[src/rtl/mips_pkg.sv]
// Shared fetch-stage types and helpers for the MIPS core front end.
// The FETCH_BOUNDS_CHECK_EN build option is consumed by inst_fetch_ctrl.
package mips_pkg;

    localparam int WORD_W     = 32;
    localparam int INST_BYTES = 4;

    typedef enum logic [1:0] {
        FETCH  = 2'd0,
        HALTED = 2'd1,
        FAULT  = 2'd2
    } fetch_state_e;

    // Force a byte address onto a word boundary.
    function automatic logic [WORD_W-1:0] align_word(input logic [WORD_W-1:0] addr);
        return {addr[WORD_W-1:2], 2'b00};
    endfunction

    // True when a word fetched at pc would run past the end of a memory of limit bytes.
    function automatic logic beyond_imem(input logic [WORD_W-1:0] pc, input int unsigned limit);
        logic [WORD_W:0] end_addr;
        end_addr = {1'b0, pc} + (WORD_W+1)'(INST_BYTES);
        return end_addr > (WORD_W+1)'(limit);
    endfunction

endpackage

[src/rtl/fetch_fifo.sv]
// Circular fetch queue with a flush input; the head entry is presented without a read bubble.
module fetch_fifo #(
    parameter int unsigned DEPTH = 2,
    parameter int unsigned WIDTH = 64
) (
    input  logic             clk,
    input  logic             rst_n,
    input  logic             flush,
    input  logic             wr_en,
    input  logic [WIDTH-1:0] wr_data,
    input  logic             rd_en,
    output logic [WIDTH-1:0] rd_data,
    output logic             full,
    output logic             empty
);

    localparam int unsigned PW = (DEPTH > 1) ? $clog2(DEPTH) : 1;
    localparam int unsigned CW = $clog2(DEPTH + 1);

    logic [WIDTH-1:0] mem_r [DEPTH];
    logic [PW-1:0]    wr_ptr_r;
    logic [PW-1:0]    rd_ptr_r;
    logic [CW-1:0]    count_r;
    logic             do_wr_s;
    logic             do_rd_s;

    // A write into a full queue is legal only when the head leaves in the same cycle.
    always_comb begin
        do_rd_s = 1'b0;
        do_wr_s = 1'b0;
        if (flush) begin
            do_rd_s = 1'b0;
            do_wr_s = 1'b0;
        end else begin
            do_rd_s = rd_en && (count_r != CW'(0));
            do_wr_s = wr_en && ((count_r != CW'(DEPTH)) || do_rd_s);
        end
    end

    // Storage, pointers and occupancy; reset also zeroes storage so the head reads 0.
    always_ff @(posedge clk) begin
        if (!rst_n) begin
            wr_ptr_r <= PW'(0);
            rd_ptr_r <= PW'(0);
            count_r  <= CW'(0);
            for (int i = 0; i < int'(DEPTH); i++) begin
                mem_r[i] <= WIDTH'(0);
            end
        end else if (flush) begin
            wr_ptr_r <= PW'(0);
            rd_ptr_r <= PW'(0);
            count_r  <= CW'(0);
        end else begin
            if (do_wr_s) begin
                mem_r[wr_ptr_r] <= wr_data;
                wr_ptr_r        <= wr_ptr_r + PW'(1);
            end
            if (do_rd_s) begin
                rd_ptr_r <= rd_ptr_r + PW'(1);
            end
            case ({do_wr_s, do_rd_s})
                2'b10:   count_r <= count_r + CW'(1);
                2'b01:   count_r <= count_r - CW'(1);
                default: count_r <= count_r;
            endcase
        end
    end

    assign rd_data = mem_r[rd_ptr_r];
    assign full    = (count_r == CW'(DEPTH));
    assign empty   = (count_r == CW'(0));

endmodule

[src/rtl/inst_fetch_ctrl.sv]
// Instruction fetch controller: owns the PC, the fetch FSM and the fetch queue to decode.
// Build option FETCH_BOUNDS_CHECK_EN enables memory-bounds / alignment fault detection.
module inst_fetch_ctrl
    import mips_pkg::*;
#(
    parameter logic [31:0] RESET_PC   = 32'h0000_0000,
    parameter int unsigned IMEM_BYTES = 160,
    parameter int unsigned FIFO_DEPTH = 2
) (
    input  logic        clk,
    input  logic        rst_n,
    output logic [31:0] imem_addr,
    input  logic [31:0] imem_data,
    input  logic        redirect_valid,
    input  logic [31:0] redirect_pc,
    input  logic        halt_req,
    output logic        inst_valid,
    input  logic        inst_ready,
    output logic [31:0] inst_data,
    output logic [31:0] inst_pc,
    output logic        fetch_fault
);

    localparam int EW = 2 * WORD_W;
    localparam logic [WORD_W-1:0] PC_STEP = WORD_W'(INST_BYTES);

    // Reject configurations the pointer arithmetic and PC sequencing cannot honour.
    if ((FIFO_DEPTH < 32'd2) || ((FIFO_DEPTH & (FIFO_DEPTH - 32'd1)) != 32'd0) ||
        (RESET_PC[1:0] != 2'b00) || (IMEM_BYTES < 32'(INST_BYTES))) begin : g_bad_config
        $error("inst_fetch_ctrl: illegal parameter set");
    end

    fetch_state_e      state_r;
    logic [WORD_W-1:0] pc_r;
    logic              fault_r;
    logic              full_s;
    logic              empty_s;
    logic [EW-1:0]     head_s;
    logic              deq_s;
    logic              want_s;
    logic              enq_s;
`ifdef FETCH_BOUNDS_CHECK_EN
    logic              oob_s;
`endif

    // A redirect suppresses both queue ports; halt_req blocks the fetch of its own cycle.
    always_comb begin
        deq_s  = 1'b0;
        want_s = 1'b0;
        enq_s  = 1'b0;
`ifdef FETCH_BOUNDS_CHECK_EN
        oob_s  = 1'b0;
`endif
        if (redirect_valid) begin
            deq_s  = 1'b0;
            want_s = 1'b0;
            enq_s  = 1'b0;
        end else begin
            deq_s  = !empty_s && inst_ready;
            want_s = (state_r == FETCH) && !halt_req && (!full_s || deq_s);
`ifdef FETCH_BOUNDS_CHECK_EN
            oob_s  = beyond_imem(pc_r, IMEM_BYTES);
            enq_s  = want_s && !oob_s;
`else
            enq_s  = want_s;
`endif
        end
    end

    // PC, fetch state and sticky fault flag.
    always_ff @(posedge clk) begin
        if (!rst_n) begin
            pc_r    <= RESET_PC;
            state_r <= FETCH;
            fault_r <= 1'b0;
        end else if (redirect_valid) begin
`ifdef FETCH_BOUNDS_CHECK_EN
            pc_r <= redirect_pc;
            if (redirect_pc[1:0] != 2'b00) begin
                state_r <= FAULT;
                fault_r <= 1'b1;
            end else begin
                state_r <= FETCH;
                fault_r <= 1'b0;
            end
`else
            pc_r    <= align_word(redirect_pc);
            state_r <= FETCH;
            fault_r <= 1'b0;
`endif
        end else begin
            case (state_r)
                FETCH: begin
                    if (halt_req) begin
                        state_r <= HALTED;
`ifdef FETCH_BOUNDS_CHECK_EN
                    end else if (want_s && oob_s) begin
                        state_r <= FAULT;
                        fault_r <= 1'b1;
`endif
                    end else if (enq_s) begin
                        pc_r <= pc_r + PC_STEP;
                    end else begin
                        pc_r <= pc_r;
                    end
                end
                HALTED:  state_r <= HALTED;
                FAULT:   state_r <= FAULT;
                default: state_r <= FETCH;
            endcase
        end
    end

    fetch_fifo #(
        .DEPTH (FIFO_DEPTH),
        .WIDTH (EW)
    ) u_fifo (
        .clk     (clk),
        .rst_n   (rst_n),
        .flush   (redirect_valid),
        .wr_en   (enq_s),
        .wr_data ({imem_data, pc_r}),
        .rd_en   (deq_s),
        .rd_data (head_s),
        .full    (full_s),
        .empty   (empty_s)
    );

    assign imem_addr   = pc_r;
    assign inst_valid  = !empty_s;
    assign inst_data   = head_s[EW-1:WORD_W];
    assign inst_pc     = head_s[WORD_W-1:0];
    assign fetch_fault = fault_r;

endmodule

[config.mk]
export PLATFORM = sky130hd
export DESIGN_NAME = inst_fetch_ctrl
export DESIGN_NICKNAME = d
export VERILOG_FILES = /design/src/rtl/mips_pkg.sv /design/src/rtl/fetch_fifo.sv /design/src/rtl/inst_fetch_ctrl.sv
export SDC_FILE = /design/constraint.sdc
export NUM_CORES = 1
export LEC_CHECK = 0
export CORE_MARGIN = 2
export CORE_UTILIZATION = 35
export DETAILED_ROUTE_END_ITERATION = 16
export GPL_ROUTABILITY_DRIVEN = 1
export PLACE_DENSITY_LB_ADDON = 0.25
export SYNTH_ARGS = -nofsm -noshare
export SYNTH_HDL_FRONTEND = slang
export SYNTH_SLANG_ARGS = --single-unit
[constraint.sdc]
create_clock -name clk -period 9 [get_ports clk]
set_clock_uncertainty 0.2 [all_clocks]
set_input_delay 1.8 -clock clk [delete_from_list [all_inputs] [get_ports clk]]
set_output_delay 1.8 -clock clk [all_outputs]
set_load 0.02 [all_outputs]
# After elaboration in Yosys (flattened, before gate mapping)
# Memory sizes are Yosys's and may differ from the RTL's. A register that Yosys moved wholly into a read port is not among the register bits.
# Cells that the tools add are included.
# Widths: inputs -> output; s select.
[word_totals]
n_memories = 1
regBits = 38
mem_bits_rw = 128
[op_classes]
n_eq_ne = 8
bitwise_logic = 2
muxes = 21
addsub = 5
reduce_logical = 20
[memory_table]
columns = ["name", "words", "width", "read_ports", "rd_clocked_by_memory_dff", "wr", "line_no", "rtl"]
rows = [
  ["u_fifo.mem_r", 2, 64, 1, 1, 2, "fetch_fifo.sv:20", "logic [WIDTH-1:0] mem_r [DEPTH];"],
]
[ops]
columns = ["operator", "count"]
rows = [
  ["$mux 32", 4],
  ["$mux 64", 1],
  ["$reduce_or 64->1", 1],
  ["$add 32x3->32 const B", 1],
  ["$mux 1", 13],
  ["$reduce_bool 2->1", 4],
  ["$eq 2x2->1 const B", 3],
  ["$ne 2x2->1 const B", 3],
  ["$pmux 2 s3", 1],
  ["$reduce_and 3->1", 2],
  ["$logic_and 1x1->1", 5],
  ["$eq 2x1->1 const B", 2],
  ["$logic_not 2->1", 2],
  ["$pmux 2 s2", 1],
  ["$logic_not 1->1", 3],
  ["$add 1x1->1 const B", 2],
  ["$add 2x1->2 const B", 1],
  ["$logic_or 1x1->1", 2],
  ["$mux 2", 1],
  ["$not 1->1", 2],
  ["$reduce_or 2->1", 1],
  ["$sub 2x1->2 const B", 1],
]

# Longest topological paths before layout
[depth]
word_depth = 14
mapped_depth = 8
mapped_depth_nobuf = 7

# Hierarchy
# A second synthesis with hierarchy kept.
[hier_totals]
cells_unflattened = 598
area_unflattened_um2 = 7709.9
[by_module_without_submodules]
columns = ["mod", "n_inst", "cells_per_inst", "area_each_um2"]
rows = [
  ["fetch_fifo", 1, 373, 5800.6],
  ["inst_fetch_ctrl", 1, 225, 1909.3],
]

# Worst setup path after synthesis
# OpenSTA, ideal clock, no wires.
[synth_timing]
kind = "input to register"
startpoint = "in halt_req"
endpoint = "mem u_fifo.mem_r[1][10], enable pin"
stages = 6
setup_time_ns = 0.567
setup_slack_ns = 1.112
arrival_time_ns = 7.121
cell_sequence = "or3_1 > buf_6 > nor2_4 > nand3_1 > buf_4 > o21ai_0"
[synth_rtl]
columns = ["item", "line_no", "rtl"]
rows = [
  ["start, declared", "inst_fetch_ctrl.sv:16", "input logic halt_req,"],
  ["end, declared", "fetch_fifo.sv:20", ""],
]

==> impl_metrics.json <==
{
  "final.min_clock_period_ps": 4830,
  "post-cts-setup-buffer-count": 0,
  "drv.max_cap_violation_count": 0,
  "clk-insertion-delay-late_ps": 420,
  "wirelength_um": 16900,
  "route.detailed.wl_per_inst_um": 16.8,
  "grt_start_max_net_pins": 63,
  "yosysWarnings": 0,
  "timing.hold.worst_path_depth": 1,
  "fp.dieW_um": 149,
  "preCtsSetupSlack_ps": 3610,
  "layout_stage_area_growth_over_the_synthesis_result_pct": 32.6,
  "antenna_violations_before_repair": 0,
  "hp-start": "state_r[1]$_SDFFE_PP0P_",
  "overall_power_mw": 1.77,
  "power.switching_fraction_pct": 23.9,
  "tritoncts_num_sinks": 161,
  "worst-r2r-cell-count": 5,
  "sequentialPowerShare_pct": 48.8,
  "critical_path.max_fanout": 33,
  "die_height_um": 149,
  "postLayoutSetupSlackWorst_ps": 4170,
  "vias_per_cell": 4.77,
  "top_cell_type_s_share_of_synthesized_area_pct": 50.8,
  "num_rows": 52,
  "post_synthesis_sequential_area_ratio_pct": 61.0,
  "drcViolationCount": 0,
  "combPwrFrac_pct": 11.5,
  "drive_above_1_share_pct": 14.6,
  "synth.area.top_cells": "edfxtp_1, and2_1, dfxtp_1",
  "place.gp.congestion": 0.803,
  "clock_tree.root_cell": "clkbuf_16",
  "synth_edf_count": 124,
  "floorplan.die_area_sq_um": 22100,
  "crit_required_ps": 8860,
  "synthesis.area_per_instance_sq_um": 12.8,
  "synth_unique_cells": 37,
  "ant_nets": 0,
  "dr.pass1.iters": 4,
  "maximum_level_of_the_cts_h_tree": 4,
  "asyncSetResetFlopFracSynth_pct": 0,
  "r2r_start": "state_r[0]$_SDFFE_PP0P_",
  "power.share.clock_pct": 39.7,
  "cts_inserted_buffers": 17,
  "yosysTopAreaCell": "edfxtp_1",
  "gr-usage-all-layers_pct": 15.9,
  "cp_launch_point": "halt_req",
  "grt_first_pass_wirelength_um": 26700,
  "grt_remaining_overflow": 0,
  "post_cts.resized_instances": 0,
  "outcome": "finished clean",
  "dr_total_vias": 4810,
  "clock_tree.buffer_depth": 2,
  "finalSetupViolations": 0,
  "hp-class": "flip-flop to flip-flop",
  "design.core.area_sq_um": 20400,
  "pin_count": 167,
  "startpoint_type": "primary input",
  "cts.reportedPaths.clkPinSlew_ps": 60,
  "static-leakage-power_nw": 3.49,
  "peakVddDrop_v": 0.000123,
  "power.density_cell_area_nw_per_um2": 183,
  "insertedDiodeCount": 0,
  "first_global_vias": 5129,
  "postSynthRegisterBits": 161,
  "finalCritPeriodShare_pct": 53.6,
  "final.setup.tns_ps": 0,
  "nets": 796,
  "cts_hold_repair.buffers": 0,
  "tritoncts": "yes",
  "maxSlewViolCount": 0,
  "initial_utilization_pct": 36.0,
  "worst_max_slew_pin_slew_ps": 1180,
  "worst-r2r-setup-slack_ps": 5590,
  "final_hold_viol_count": 0,
  "detailedRoute.firstIterationViolations": 236,
  "worstSetupPathType": "primary input to flip-flop",
  "intPower_mw": 1.35,
  "critical_path.reg2reg.endpoint": "u_fifo.mem_r[0][37]$_SDFFCE_PN0P_",
  "end_of_the_worst_hold_path": "state_r[0]$_SDFFE_PP0P_",
  "worst_ep_arrival_time_ps": 4690,
  "post_synth_inst_count": 574,
  "io_buffer_count": 159,
  "timing.max_slew.rel_slack_pct": 21.1,
  "detailed_place_hpwl_um": 10700,
  "max_freq_mhz": 207,
  "mappedNetlistArea_sq_um": 7320,
  "power_switching_mw": 0.425,
  "grt_setup_unrepaired": "false",
  "critical_path_endpoint_category": "flip-flop",
  "postSynth.topFlopCell": "edfxtp_1"
}
## how the worst max path moves through the flow
| stage | to | slack (ps) | cells after the start |
|---|---|---|---|
| after global routing | u_fifo.mem_r[0][37]$_SDFFCE_PN0P_ | 3960 | 6 |
| after global placement | u_fifo.mem_r[0][35]$_SDFFCE_PN0P_ | 3700 | 6 |
| final | u_fifo.mem_r[0][37]$_SDFFCE_PN0P_ | 4170 | 6 |
| after detailed placement | u_fifo.mem_r[0][32]$_SDFFCE_PN0P_ | 3610 | 6 |
| after floorplan | u_fifo.mem_r[1][10]$_SDFFCE_PN0P_ | 1110 | 6 |
| after CTS | u_fifo.mem_r[0][27]$_SDFFCE_PN0P_ | 4060 | 6 |
## through the flow
stage / utilization [%] / std cells / hold WS (ps) / cell area [sq um]
3_5_place_dp: 44.9 / 976 / 230 / 9140
4_1_cts: 47.7 / 1008 / 240 / 9710
5_1_grt: 47.7 / 1008 / 263 / 9710
3_3_place_gp: 44.9 / 976 / 220 / 9140
6_report: 47.7 / 1008 / 233 / 9710
2_1_floorplan: - / 578 / 209 / 7340
## worst max-delay path: stages
cell and delay (ps):
clkdlybuf4s50_1 420, or3_1 530, nor2_4 280, nand2_1 150, o21ai_4 920, buf_4 580
## synth_stat cells, types with 3 or more instances
cell type,count
a21oi_1,24
and2_1,122
and3_1,3
buf_4,12
clkbuf_1,17
clkbuf_2,6
dfxtp_1,37
edfxtp_1,124
inv_1,4
mux2_2,62
nand2_1,22
nand3_1,19
nand4_1,14
nor2_1,9
nor3_1,8
o21ai_0,33
o2bb2ai_1,3
xnor2_1,7
xor2_1,25
## flip-flops by register name, indices dropped and copies added (netlist names), named ones only
register / flops
u_fifo.wr_ptr_r: 1
state_r: 2
u_fifo.count_r: 2
u_fifo.mem_r: 124
imem_addr: 30
u_fifo.rd_ptr_r: 1
## cells in the final DEF (no fill, tap or decap), types with 2 or more instances in the layout
cell and n:
nor3_1 8, nor2_4 2, nor4_4 2, clkbuf_16 17, or2_2 2, xor2_1 25
edfxtp_1 124, nand3_1 19, and2_1 122, clkinv_1 2, nand2_1 22, conb_1 5
o21ai_4 2, clkdlybuf4s50_1 159, clkinvlp_4 4, nor2_1 9, dfxtp_1 36, xnor2_1 7
clkbuf_1 2, and4_1 2, bufinv_16 2, mux2_2 62, inv_1 4, nand4_1 14
clkinv_4 2, inv_6 2, buf_4 5, o21ai_0 31, and3_1 3, a21oi_1 24
ha_1 2, o2bb2ai_1 3, or3_1 2
## kinds of logic after synthesis
family                     after synthesis  synth area share (%)
xor gates and xnor gates                32                  3.83
and+or+nand+nor                        213                  17.8
muxes                                   63                  9.67
buffers and inverters                   40                  2.87
AOI/OAI and AO/OA                       62                  4.46
DFF                                    161                  61.0
other                                    1                0.0512
adders and majority gates                2                 0.342
## layer usage
layer  vias up  GRT usage, %  share of wire (%)
li1       2347             -                  -
met1      2315          19.5                 44
met2       130          27.2                 49
met3        18          4.17                5.1
met4         0          5.48                1.5
met5         -             0                  0
## cell type report
type	count	area [sq um]
timing repair buffer	164	1630
tap	270	338
multi-input combinational	377	2690
clock buffer	19	433
clock inverter	13	138
inverter	4	15.0
sequential	161	4470
fill	1843	10700
## power by group through the flow
stage / Sequential (mW) / Combinational, mW / Clock [mW]
finish: 0.865 / 0.204 / 0.704
global route: 0.870 / 0.219 / 0.749
CTS: 0.865 / 0.208 / 0.723
detailed placement: 0.881 / 0.207 / 0
global placement: 0.879 / 0.206 / 0
floorplan: 0.888 / 0.0938 / 0
(Power assumes the default switching activity.)
